`src/rtl/uart_receiver.sv`:
```
// UART receive deserialiser: start, DATA_WIDTH data bits LSB first, parity, stop.
// Define UART_RX_SYNC_EN to pass Rx_dataIn through a 2-flop synchroniser first.
module uart_receiver #(
  parameter int unsigned DATA_WIDTH = 32,
  parameter bit          PARITY_ODD = 1'b0
) (
  input  logic                  Baud_Clk,
  input  logic                  Reset,
  input  logic                  Rx_dataIn,
  output logic [DATA_WIDTH-1:0] Data_Out,
  output logic                  Data_Valid,
  output logic                  Parity_Err,
  output logic                  Frame_Err,
  output logic                  Rx_Busy
);

  localparam int unsigned CNT_W = (DATA_WIDTH > 1) ? $clog2(DATA_WIDTH) : 1;
  localparam logic [CNT_W-1:0] LAST_BIT = CNT_W'(DATA_WIDTH - 1);

  typedef enum logic [2:0] {
    S_IDLE,
    S_DATA,
    S_PARITY,
    S_STOP,
    S_BREAK
  } state_t;

  state_t                r_state;
  state_t                w_state_nxt;
  logic [CNT_W-1:0]      r_bit_cnt;
  logic [CNT_W-1:0]      w_bit_cnt_nxt;
  logic [DATA_WIDTH-1:0] r_shift;
  logic [DATA_WIDTH-1:0] w_shift_nxt;
  logic                  r_rx_par;
  logic                  w_rx_par_nxt;
  logic [DATA_WIDTH-1:0] r_data_out;
  logic [DATA_WIDTH-1:0] w_data_out_nxt;
  logic                  r_valid;
  logic                  w_valid_nxt;
  logic                  r_par_err;
  logic                  w_par_err_nxt;
  logic                  r_frm_err;
  logic                  w_frm_err_nxt;
  logic                  r_busy;
  logic                  w_sample;
  logic                  w_par_bad;

`ifdef UART_RX_SYNC_EN
  logic [1:0] r_sync;

  // Two-stage synchroniser; both stages idle high so reset never looks like a start bit
  always_ff @(posedge Baud_Clk or posedge Reset) begin
    if (Reset) begin
      r_sync <= 2'b11;
    end else begin
      r_sync <= {r_sync[0], Rx_dataIn};
    end
  end

  assign w_sample = r_sync[1];
`else
  assign w_sample = Rx_dataIn;
`endif

  assign w_par_bad = ((^r_shift) ^ r_rx_par) != PARITY_ODD;

  // Next-state and decision logic
  always_comb begin
    w_state_nxt    = r_state;
    w_bit_cnt_nxt  = r_bit_cnt;
    w_shift_nxt    = r_shift;
    w_rx_par_nxt   = r_rx_par;
    w_data_out_nxt = r_data_out;
    w_valid_nxt    = 1'b0;
    w_par_err_nxt  = 1'b0;
    w_frm_err_nxt  = 1'b0;

    case (r_state)
      S_IDLE: begin
        if (!w_sample) begin
          w_state_nxt   = S_DATA;
          w_bit_cnt_nxt = '0;
        end
      end
      S_DATA: begin
        w_shift_nxt[r_bit_cnt] = w_sample;
        if (r_bit_cnt == LAST_BIT) begin
          w_state_nxt = S_PARITY;
        end else begin
          w_bit_cnt_nxt = r_bit_cnt + CNT_W'(1);
        end
      end
      S_PARITY: begin
        w_rx_par_nxt = w_sample;
        w_state_nxt  = S_STOP;
      end
      S_STOP: begin
        // Decision edge: the word is published even when the frame is bad
        w_data_out_nxt = r_shift;
        w_par_err_nxt  = w_par_bad;
        w_frm_err_nxt  = !w_sample;
        w_valid_nxt    = !w_par_bad && w_sample;
        w_state_nxt    = w_sample ? S_IDLE : S_BREAK;
      end
      S_BREAK: begin
        if (w_sample) begin
          w_state_nxt = S_IDLE;
        end
      end
      default: begin
        w_state_nxt = S_IDLE;
      end
    endcase
  end

  always_ff @(posedge Baud_Clk or posedge Reset) begin
    if (Reset) begin
      r_state    <= S_IDLE;
      r_bit_cnt  <= '0;
      r_shift    <= '0;
      r_rx_par   <= 1'b0;
      r_data_out <= '0;
      r_valid    <= 1'b0;
      r_par_err  <= 1'b0;
      r_frm_err  <= 1'b0;
      r_busy     <= 1'b0;
    end else begin
      r_state    <= w_state_nxt;
      r_bit_cnt  <= w_bit_cnt_nxt;
      r_shift    <= w_shift_nxt;
      r_rx_par   <= w_rx_par_nxt;
      r_data_out <= w_data_out_nxt;
      r_valid    <= w_valid_nxt;
      r_par_err  <= w_par_err_nxt;
      r_frm_err  <= w_frm_err_nxt;
      r_busy     <= (w_state_nxt != S_IDLE);
    end
  end

  assign Data_Out   = r_data_out;
  assign Data_Valid = r_valid;
  assign Parity_Err = r_par_err;
  assign Frame_Err  = r_frm_err;
  assign Rx_Busy    = r_busy;

endmodule

```
`config.mk`:
```
export PLATFORM = sky130hd
export DESIGN_NAME = uart_receiver
export DESIGN_NICKNAME = d
export VERILOG_FILES = /design/src/rtl/uart_receiver.sv
export SDC_FILE = /design/constraint.sdc
export NUM_CORES = 1
export LEC_CHECK = 0
export CAP_MARGIN = 30
export CORE_AREA = 10 10 133 86
export CTS_CLUSTER_DIAMETER = 150
export DETAILED_ROUTE_END_ITERATION = 7
export DIE_AREA = 0 0 143 96
export PLACE_DENSITY_LB_ADDON = 0.3
export SLEW_MARGIN = 20
export SYNTH_ARGS = -nofsm -noshare
export SYNTH_HDL_FRONTEND = slang
export SYNTH_SLANG_ARGS = --single-unit
```
`constraint.sdc`:
```
create_clock -name Baud_Clk -period 2.3 [get_ports Baud_Clk]
set_input_delay 0.46 -clock Baud_Clk [delete_from_list [all_inputs] [get_ports Baud_Clk]]
set_output_delay 0.46 -clock Baud_Clk [all_outputs]
set_load 0.05 [all_outputs]
```
==> metrics, run 1 <==
die width=143 um; Worst Path Required=1.84 ns; cell count after synthesis=281; Final min period=1.97 ns; dpl cells=430; vias in the first global route=2202; Sum Neg Setup Slack=0 ns; Slowest cell on crit path=clkdlybuf4s50_1; flop and latch count out of synthesis=77; Clock Skew=0.00334 ns; startpoint types=flip-flop; commonest cells in the synthesized netlist=dfrtp_1, mux2_2, nand2_1, xnor2_1, nor2_1; Post-synth ARST share=1.00; sequential share of the synthesized area=0.545; post-layout net count=333; peak fanout along the critical path=2; Max H-tree Level=3; relative slew slack=0.540; EDFF count, synth=0; TritonCTS clock tree=yes; Num CTS Buffers=9; dpl hpwl=5220 um; Core ar.=9020 um^2; Crit path largest cell delay=0.81 ns; ranking of synthesized cells by area=dfrtp_1, mux2_2, xnor2_1; Die Ht=96 um; Mapped Area=3540 um^2; reg2reg path depth=5; post-CTS sizing=0; Netlist cell types=32; share of layout cells above drive strength 1=0.261; Tot GR Track Use=0.113; largest net degree at the start of global routing=64; crit end category=output pin; crit path DAT=1.51 ns; Pwr Density=1760 nW/um^2; CP cell instances=clkdlybuf4s50_1; Root Driver=clkbuf_16; gpl congestion=0.752; Final period util=0.856; Area Overhead vs Synth=25.3%; Worst-Margin Slew=0.684 ns; DRT iter0 DRCs=158; I/O pins=39; # clock sinks=77; initial antenna violation count=0; syn nets=289; DRT Pass-1 Iters=6; cell family with the largest share of critical-path delay=buffers and inverters; Reg-to-Reg End=r_shift[12]$_DFFE_PP0P_; Max Fclk=508 MHz; final cell count without fillers=446; final setup fails=0; placed cell areas=4070 um^2; YS warnings=0; post-CTS setup buffer count=0; die area=13700 um^2; syn avg cell area=12.6 um^2; number of buffers and inverters on the critical path=1; top-count cell post-synth=dfrtp_1; max-cap violations=0; Via Count=2185; Hold Crit Class=primary input to asynchronous set/reset pin; worst r2r src=r_state[1]$_DFF_PP0_; Initial Util=0.392; WL per Instance=16.3 um; Inserted Diodes=0; cell area after layout=4430 um^2; post-route ant nets=0; Final Hold Fails=0; # port buffers=38; Slew Viols, Final=0; first-pass GRT wire length=12000 um; CTS Buffer Depth=2; hold buffer count at CTS=0; GRT Residual Overflow=0; Synth area leader=dfrtp_1; drt total wl=7250 um; post-synth top area share=0.545; Post-synth top flop=dfrtp_1; status=finished clean; Clk Latency, worst-skew pair=0.33 ns; RSZ-0062 raised after global routing=false; Leakage=1.95 nW; Clock transition at path regs=0.06 ns; reg2reg setup slack=0.35 ns; Setup crit start=Data_Out[10]$_DFFE_PP0N_; Peak VDD IR=0.797 mV; Setup CP Type=flip-flop to output pin; # DRC=0; Rows=27; post-DR vias/cell=4.90
[stage by stage]
step	worst slack [ns]	util	hold WS (ns)	total power [W]
floorplan	0.478	-	0.502	0.00531
global placement	0.428	0.452	0.487	0.00614
detailed placement	0.382	0.452	0.493	0.00618
CTS	0.314	0.491	0.469	0.00789
global route	0.204	0.491	0.487	0.00825
finish	0.331	0.491	0.462	0.00782
[power breakdown]
group,switching [W],internal [W],total (W)
combinational,0.00187,0.00196,0.00383
sequential,0.000468,0.00185,0.00232
clock,0.000549,0.00112,0.00167
total,0.00289,0.00493,0.00782
[placed cells by master, fill, tap and decap left out, drive strengths merged, types with 3 or more instances in the layout]
cell and count:
nand3b 5, o21ai 6, ha 5, xor2 3, buf 6, bufinv 3, clkdlybuf4s50 38, o31ai 6
inv 3, nor3b 4, and2 4, dfrtp 77, clkbuf 11, nor2 22, xnor2 26, nand2 29
mux2 61
[flip-flops by register name (all words and copies together) (netlist names)]
register,count
Frame_Err,1
Parity_Err,1
Data_Out,32
r_state,3
Rx_Busy,1
r_rx_par,1
r_bit_cnt,5
Data_Valid,1
r_shift,32
[per-layer routing]
layer	wire length, um	part of all wire	up-vias	track usage
met5	0	0	-	0
met4	74	0.010	0	0.0308
met3	472	0.065	6	0.0462
met2	2890	0.40	41	0.153
met1	3820	0.53	1089	0.161
li1	-	-	1049	-
[area by class of cell]
class,instances,area [um^2]
clock buffers,11,253
clock inverters,5,106
fillers,786,4590
inverters,4,18.8
multi-input cells,189,1550
flip-flops and latches,77,1930
well taps,116,145
repair buffers,44,438
[cell families (layout without fill, tap and decap cells)]
family | after synthesis | count (layout) | share of synthesized area
AOI/OAI and AO/OA | 16 | 16 | 0.0283
muxes | 63 | 63 | 0.201
buffers and inverters | 15 | 64 | 0.0184
xor gates and xnor gates | 32 | 32 | 0.0934
DFF | 77 | 77 | 0.545
adders and majority gates | 5 | 5 | 0.0177
and+or+nand+nor | 73 | 73 | 0.0966
[worst max-delay path by stage]
stage	endpoint	slack, ns	cells past startpoint
finish	Data_Out[10]	0.33	1
global route	r_shift[12]$_DFFE_PP0P_	0.20	5
CTS	Data_Out[19]	0.31	1
detailed placement	r_shift[12]$_DFFE_PP0P_	0.38	5
global placement	Parity_Err$_DFF_PP0_	0.43	5
floorplan	r_bit_cnt[3]$_DFFE_PP0P_	0.48	7
No activity file was read; power rests on OpenSTA's default activity.
==> run 2, diff against run 1 <==
- CORE_AREA: 10 10 133 86 -> 10 10 120 79
- DIE_AREA: 0 0 143 96 -> 0 0 130 89
==> run 2 against run 1 <==
Against the previous run: flip-flop and latch count did not move; highest routed layer unchanged; final cell count fell by 4.7%; clock power fell by 23%; count of clock-buffer cells in the layout rose by 1; sequential power barely moved; die area fell by 16%; critical path depth did not move; register-to-register slack improved by 0.02 ns; global-route usage rose by 2.3 points; clock skew rose by 0.0042 ns; sequential share of layout area rose by 0.97 points; hold slack improved by 0.039 ns.
==> metrics, run 2 (synthesis gave the netlist of run 1 again) <==
status=finished clean (unchanged); initial antenna violation count=0 (unchanged); # port buffers=38 (unchanged); startpoint types=flip-flop (unchanged); first-pass GRT wire length=12000 um (about the same); Hold Crit Class=flip-flop to flip-flop (was primary input to asynchronous set/reset pin); final setup margin=0.339 ns (was 0.331 ns); relative slew slack=0.593 (was 0.540); post-DR vias/cell=5.20 (was 4.90); Rows=25 (was 27); Pwr Density=1710 nW/um^2 (was 1760 nW/um^2); Slew Viols, Final=0 (unchanged); crit path DAT=1.50 ns (was 1.51 ns); crit end category=output pin (unchanged); Final Hold Fails=0 (unchanged); CTS Buffer Depth=2 (unchanged); Slowest cell on crit path=clkdlybuf4s50_1 (unchanged); most common cell after layout, fill and taps aside=dfrtp_1 (unchanged); GRT Residual Overflow=0 (unchanged); Fill cells=633 (was 786); CP Depth=1 (unchanged); post-CTS sizing=0 (unchanged); share of layout cells above drive strength 1=0.257 (was 0.261); gpl congestion=0.887 (was 0.752); Crit path largest cell delay=0.81 ns (about the same); Clock transition at path regs=0.06 ns (about the same); Clock Skew=0.00757 ns (was 0.00334 ns); Inserted Diodes=0 (unchanged); DRT Pass-1 Iters=4 (was 6); Setup crit start=Parity_Err$_DFF_PP0_ (was Data_Out[10]$_DFFE_PP0N_); post-route ant nets=0 (unchanged); TritonCTS clock tree=yes (unchanged); number of buffers and inverters on the critical path=1 (unchanged); Core ar.=7440 um^2 (was 9020 um^2); # clock sinks=77 (unchanged); pre-CTS setup slack=0.376 ns (was 0.382 ns); worst r2r src=r_state[1]$_DFF_PP0_ (unchanged); Die Ht=89 um (was 96 um); peak fanout along the critical path=1 (was 2); FF/Latch Area=1930 um^2 (unchanged); max-cap violations=0 (unchanged); Max Fclk=510 MHz (was 508 MHz); post-CTS setup buffer count=0 (unchanged); Setup CP Type=flip-flop to output pin (unchanged); largest net degree at the start of global routing=44 (was 64); I/O pins=39 (unchanged); Peak VDD IR=0.838 mV (was 0.797 mV); most frequent cells in the layout=dfrtp_1, mux2_2, clkdlybuf4s50_1, nand2_1, xnor2_1 (unchanged); Area Overhead vs Synth=22.6% (was 25.3%); Tot GR Track Use=0.136 (was 0.113); cell family with the largest share of critical-path delay=buffers and inverters (unchanged); # DRC=0 (unchanged); Final min period=1.96 ns (was 1.97 ns); DRT iter0 DRCs=111 (was 158); hold buffer count at CTS=0 (unchanged); Leakage=1.92 nW (was 1.95 nW); Final period util=0.852 (was 0.856); Clk Latency, worst-skew pair=0.33 ns (about the same); WL per Instance=16.6 um (was 16.3 um); hold path depth=1; Sum Neg Setup Slack=0 ns (unchanged); Worst Path Required=1.84 ns (about the same); Max H-tree Level=3 (unchanged); Num CTS Buffers=9 (unchanged); die area=11600 um^2 (was 13700 um^2); final setup fails=0 (unchanged); CP cell instances=clkdlybuf4s50_1 (unchanged); vias in the first global route=2258 (was 2202); Initial Util=0.475 (was 0.392); reg2reg path depth=5 (unchanged); die width=130 um (was 143 um); Via Count=2211 (was 2185); post-layout net count=334 (was 333); worst hold start=Data_Out[11]$_DFFE_PP0N_; RSZ-0062 raised after global routing=false (unchanged); area of the multi-input gates=1550 um^2 (unchanged); Worst-Margin Slew=0.605 ns (was 0.684 ns); drt total wl=7070 um (was 7250 um); dpl hpwl=5060 um (was 5220 um); Root Driver=clkbuf_16 (unchanged)
## run 2: changes by cell type in the layout (fill, tap and decap cells not counted), sizes merged
cell | previous run | this run
bufinv | 3 | 0
clkinv | 1 | 4
clkbuf | 11 | 12
buf | 6 | 7
clkinvlp | 2 | 1
## run 2: per-layer routing
layer / vias to the layer above / GRT usage / share of wire
met1: 1106 / 0.190 / 0.51
li1: 1051 / - / -
met3: 12 / 0.0545 / 0.064
met4: 0 / 0.0518 / 0.011
met2: 42 / 0.184 / 0.42
met5: - / 0 / 0
## run 2: through the flow
step,cells,area (um^2),util,hold slack (ns),total power [W]
final,425,4340,0.583,0.501,0.00742
after global routing,425,4340,0.583,0.520,0.00781
after CTS,425,4340,0.583,0.505,0.00749
after detailed placement,409,4070,0.546,0.492,0.00618
after global placement,409,4070,0.546,0.488,0.00610
after floorplan,281,3540,-,0.502,0.00531
## run 2: final timing paths
check | slack [ns] | end
min in group asynchronous | 0.56 | r_shift[13]$_DFFE_PP0P_
worst max register to register | 0.37 | r_shift[13]$_DFFE_PP0P_
worst min register to register | 0.50 | Data_Out[11]$_DFFE_PP0N_
worst min-delay path | 0.50 | Data_Out[11]$_DFFE_PP0N_
max in group asynchronous | 1.51 | r_bit_cnt[2]$_DFFE_PP0P_
worst max-delay path | 0.34 | Parity_Err
## run 2: cell type report
cell class	instances	share of cell area
flip-flops and latches	77	0.444
multi-input cells	189	0.356
repair buffers	45	0.106
clock buffers	12	0.0568
well taps	94	0.0271
clock inverters	4	0.00548
inverters	4	0.00433
## run 2: power breakdown
| group | leakage [nW] | switching (W) | internal [W] |
|---|---|---|---|
| combinational | 0.805 | 0.00189 | 0.00195 |
| clock | 0.136 | 0.000523 | 0.000756 |
| sequential | 0.979 | 0.000449 | 0.00185 |
| total | 1.92 | 0.00287 | 0.00456 |
==> run 3, diff against run 2 <==
- CORE_AREA: 10 10 120 79 -> 10 10 71 132
- DIE_AREA: 0 0 130 89 -> 0 0 81 142
==> run 3 against run 2 <==
Against the previous run: worst setup slack lost 0.019 ns; final cell count down 0.94%; fmax decreased by 0.98%; flip-flop and latch count unchanged; design area down 0.46%; via count down 1.4%; sequential power hardly changed; sequential share of layout area increased by 0.21 points; non-clock buffer count decreased by 2; register-to-register slack worse by 0.05 ns.
==> metrics, run 3 (synthesis gave the netlist of run 1 again) <==
status=finished clean (unchanged); DRT Pass-1 Iters=4 (unchanged); final setup margin=0.320 ns (was 0.339 ns); Area Overhead vs Synth=22.0% (was 22.6%); CP cell instances=ha_1 -> and3_1 -> ha_1 -> nor3_2 -> nand4_1 -> xor2_1 -> nor2_1 (was clkdlybuf4s50_1); Core ar.=7270 um^2 (was 7440 um^2); Max H-tree Level=3 (unchanged); Final period util=0.861 (was 0.852); most common cell after layout, fill and taps aside=dfrtp_1 (unchanged); GRT Residual Overflow=0 (unchanged); Max Fclk=505 MHz (was 510 MHz); # port buffers=38 (unchanged); WL per Instance=16.4 um (was 16.6 um); Slew Viols, Final=0 (unchanged); die width=81 um (was 130 um); crit path DAT=2.18 ns (was 1.50 ns); first-pass GRT wire length=11300 um (was 12000 um); FF/Latch Area=1930 um^2 (unchanged); CTS Buffer Depth=2 (unchanged); TritonCTS clock tree=yes (unchanged); Crit path top cell by count=ha_1; I/O pins=39 (unchanged); largest net degree at the start of global routing=78 (was 44); cell family with the largest share of critical-path delay=simple AND/OR/NAND/NOR gates (was buffers and inverters); die area=11500 um^2 (was 11600 um^2); Rows=44 (was 25); Sum Neg Setup Slack=0 ns (unchanged); post-CTS setup buffer count=0 (unchanged); # clock sinks=77 (unchanged); Num CTS Buffers=9 (unchanged); Final min period=1.98 ns (was 1.96 ns); final setup fails=0 (unchanged); Worst Path Required=2.50 ns (was 1.84 ns); Worst-Margin Slew=0.630 ns (was 0.605 ns); Slowest cell on crit path=dfrtp_1 (was clkdlybuf4s50_1); crit end category=flip-flop (was output pin); dpl hpwl=5030 um (was 5060 um); peak fanout along the critical path=7 (was 1); number of buffers and inverters on the critical path=0 (was 1); Root Driver=clkbuf_16 (unchanged); Pwr Density=1720 nW/um^2 (was 1710 nW/um^2); post-route ant nets=0 (unchanged); RSZ-0062 raised after global routing=false (unchanged); pre-CTS setup slack=0.328 ns (was 0.376 ns); Clock Skew=0.00522 ns (was 0.00757 ns); max-cap violations=0 (unchanged); Peak VDD IR=0.932 mV (was 0.838 mV); Via Count=2180 (was 2211); Tot GR Track Use=0.130 (was 0.136); Clock transition at path regs=0.06 ns (about the same); Crit path largest cell delay=0.43 ns (was 0.81 ns); Inserted Diodes=0 (unchanged); post-layout net count=332 (was 334); post-CTS sizing=0 (unchanged); Initial Util=0.487 (was 0.475); share of layout cells above drive strength 1=0.252 (was 0.257); area of the multi-input gates=1550 um^2 (unchanged); initial antenna violation count=0 (unchanged); hold buffer count at CTS=0 (unchanged); relative slew slack=0.576 (was 0.593); Leakage=1.90 nW (was 1.92 nW); Final Hold Fails=0 (unchanged); gpl congestion=0.838 (was 0.887); # DRC=0 (unchanged); most frequent cells in the layout=dfrtp_1, mux2_2, clkdlybuf4s50_1, nand2_1, xnor2_1 (unchanged); vias in the first global route=2333 (was 2258); Hold Crit Class=flip-flop to flip-flop (unchanged); Clk Latency, worst-skew pair=0.34 ns (was 0.33 ns); post-DR vias/cell=5.18 (was 5.20); Setup CP Type=flip-flop to flip-flop (was flip-flop to output pin); startpoint types=flip-flop (unchanged); Fill cells=594 (was 633); Die Ht=142 um (was 89 um); DRT iter0 DRCs=118 (was 111); drt total wl=6900 um (was 7070 um)
## run 3: path summary, 6_finish.rpt
| check | cells past startpoint | slack, ns | from | endpoint |
|---|---|---|---|---|
| max reg2reg | 7 | 0.32 | r_bit_cnt[0]$_DFFE_PP0P_ | r_bit_cnt[3]$_DFFE_PP0P_ |
| min | 1 | 0.50 | Data_Out[17]$_DFFE_PP0N_ | Data_Out[17]$_DFFE_PP0N_ |
| min in group asynchronous | 3 | 0.59 | Reset | Data_Out[14]$_DFFE_PP0N_ |
| max | 7 | 0.32 | r_bit_cnt[0]$_DFFE_PP0P_ | r_bit_cnt[3]$_DFFE_PP0P_ |
| min reg2reg | 1 | 0.50 | Data_Out[17]$_DFFE_PP0N_ | Data_Out[17]$_DFFE_PP0N_ |
| max in group asynchronous | 3 | 1.41 | Reset | r_shift[18]$_DFFE_PP0P_ |
## run 3: layout make-up
class	instances	share of cell area
Tap cell	92	0.0267
Clock inverter	3	0.00464
Clock buffer	13	0.0603
Inverter	4	0.00435
Sequential cell	77	0.446
Multi-Input combinational cell	189	0.358
Timing Repair Buffer	43	0.0997
## run 3: stage by stage
stage / area, um^2 / std cells / utilization / hold WS, ns / power, W
after floorplan: 3540 / 281 / - / 0.502 / 0.00531
after global placement: 4040 / 405 / 0.555 / 0.486 / 0.00607
after detailed placement: 4040 / 405 / 0.555 / 0.493 / 0.00615
after CTS: 4320 / 421 / 0.594 / 0.504 / 0.00749
after global routing: 4320 / 421 / 0.594 / 0.511 / 0.00781
final: 4320 / 421 / 0.594 / 0.501 / 0.00743
## run 3: power by group
part / total [W] / internal [W] / switching, W
registers: 0.00230 / 0.00185 / 0.000446
clock network: 0.00132 / 0.000788 / 0.000529
logic: 0.00381 / 0.00193 / 0.00188
total: 0.00743 / 0.00457 / 0.00286
## run 3: metal layers
metal  wire, um  part of all wire  GRT usage  vias to the layer above
met2       3920              0.57      0.231                       34
met1       2520              0.37      0.131                     1092
met3        297             0.043     0.0399                       10
met4        159             0.023     0.0623                        0
met5          0                 0          0                        -
li1           -                 -          -                     1044
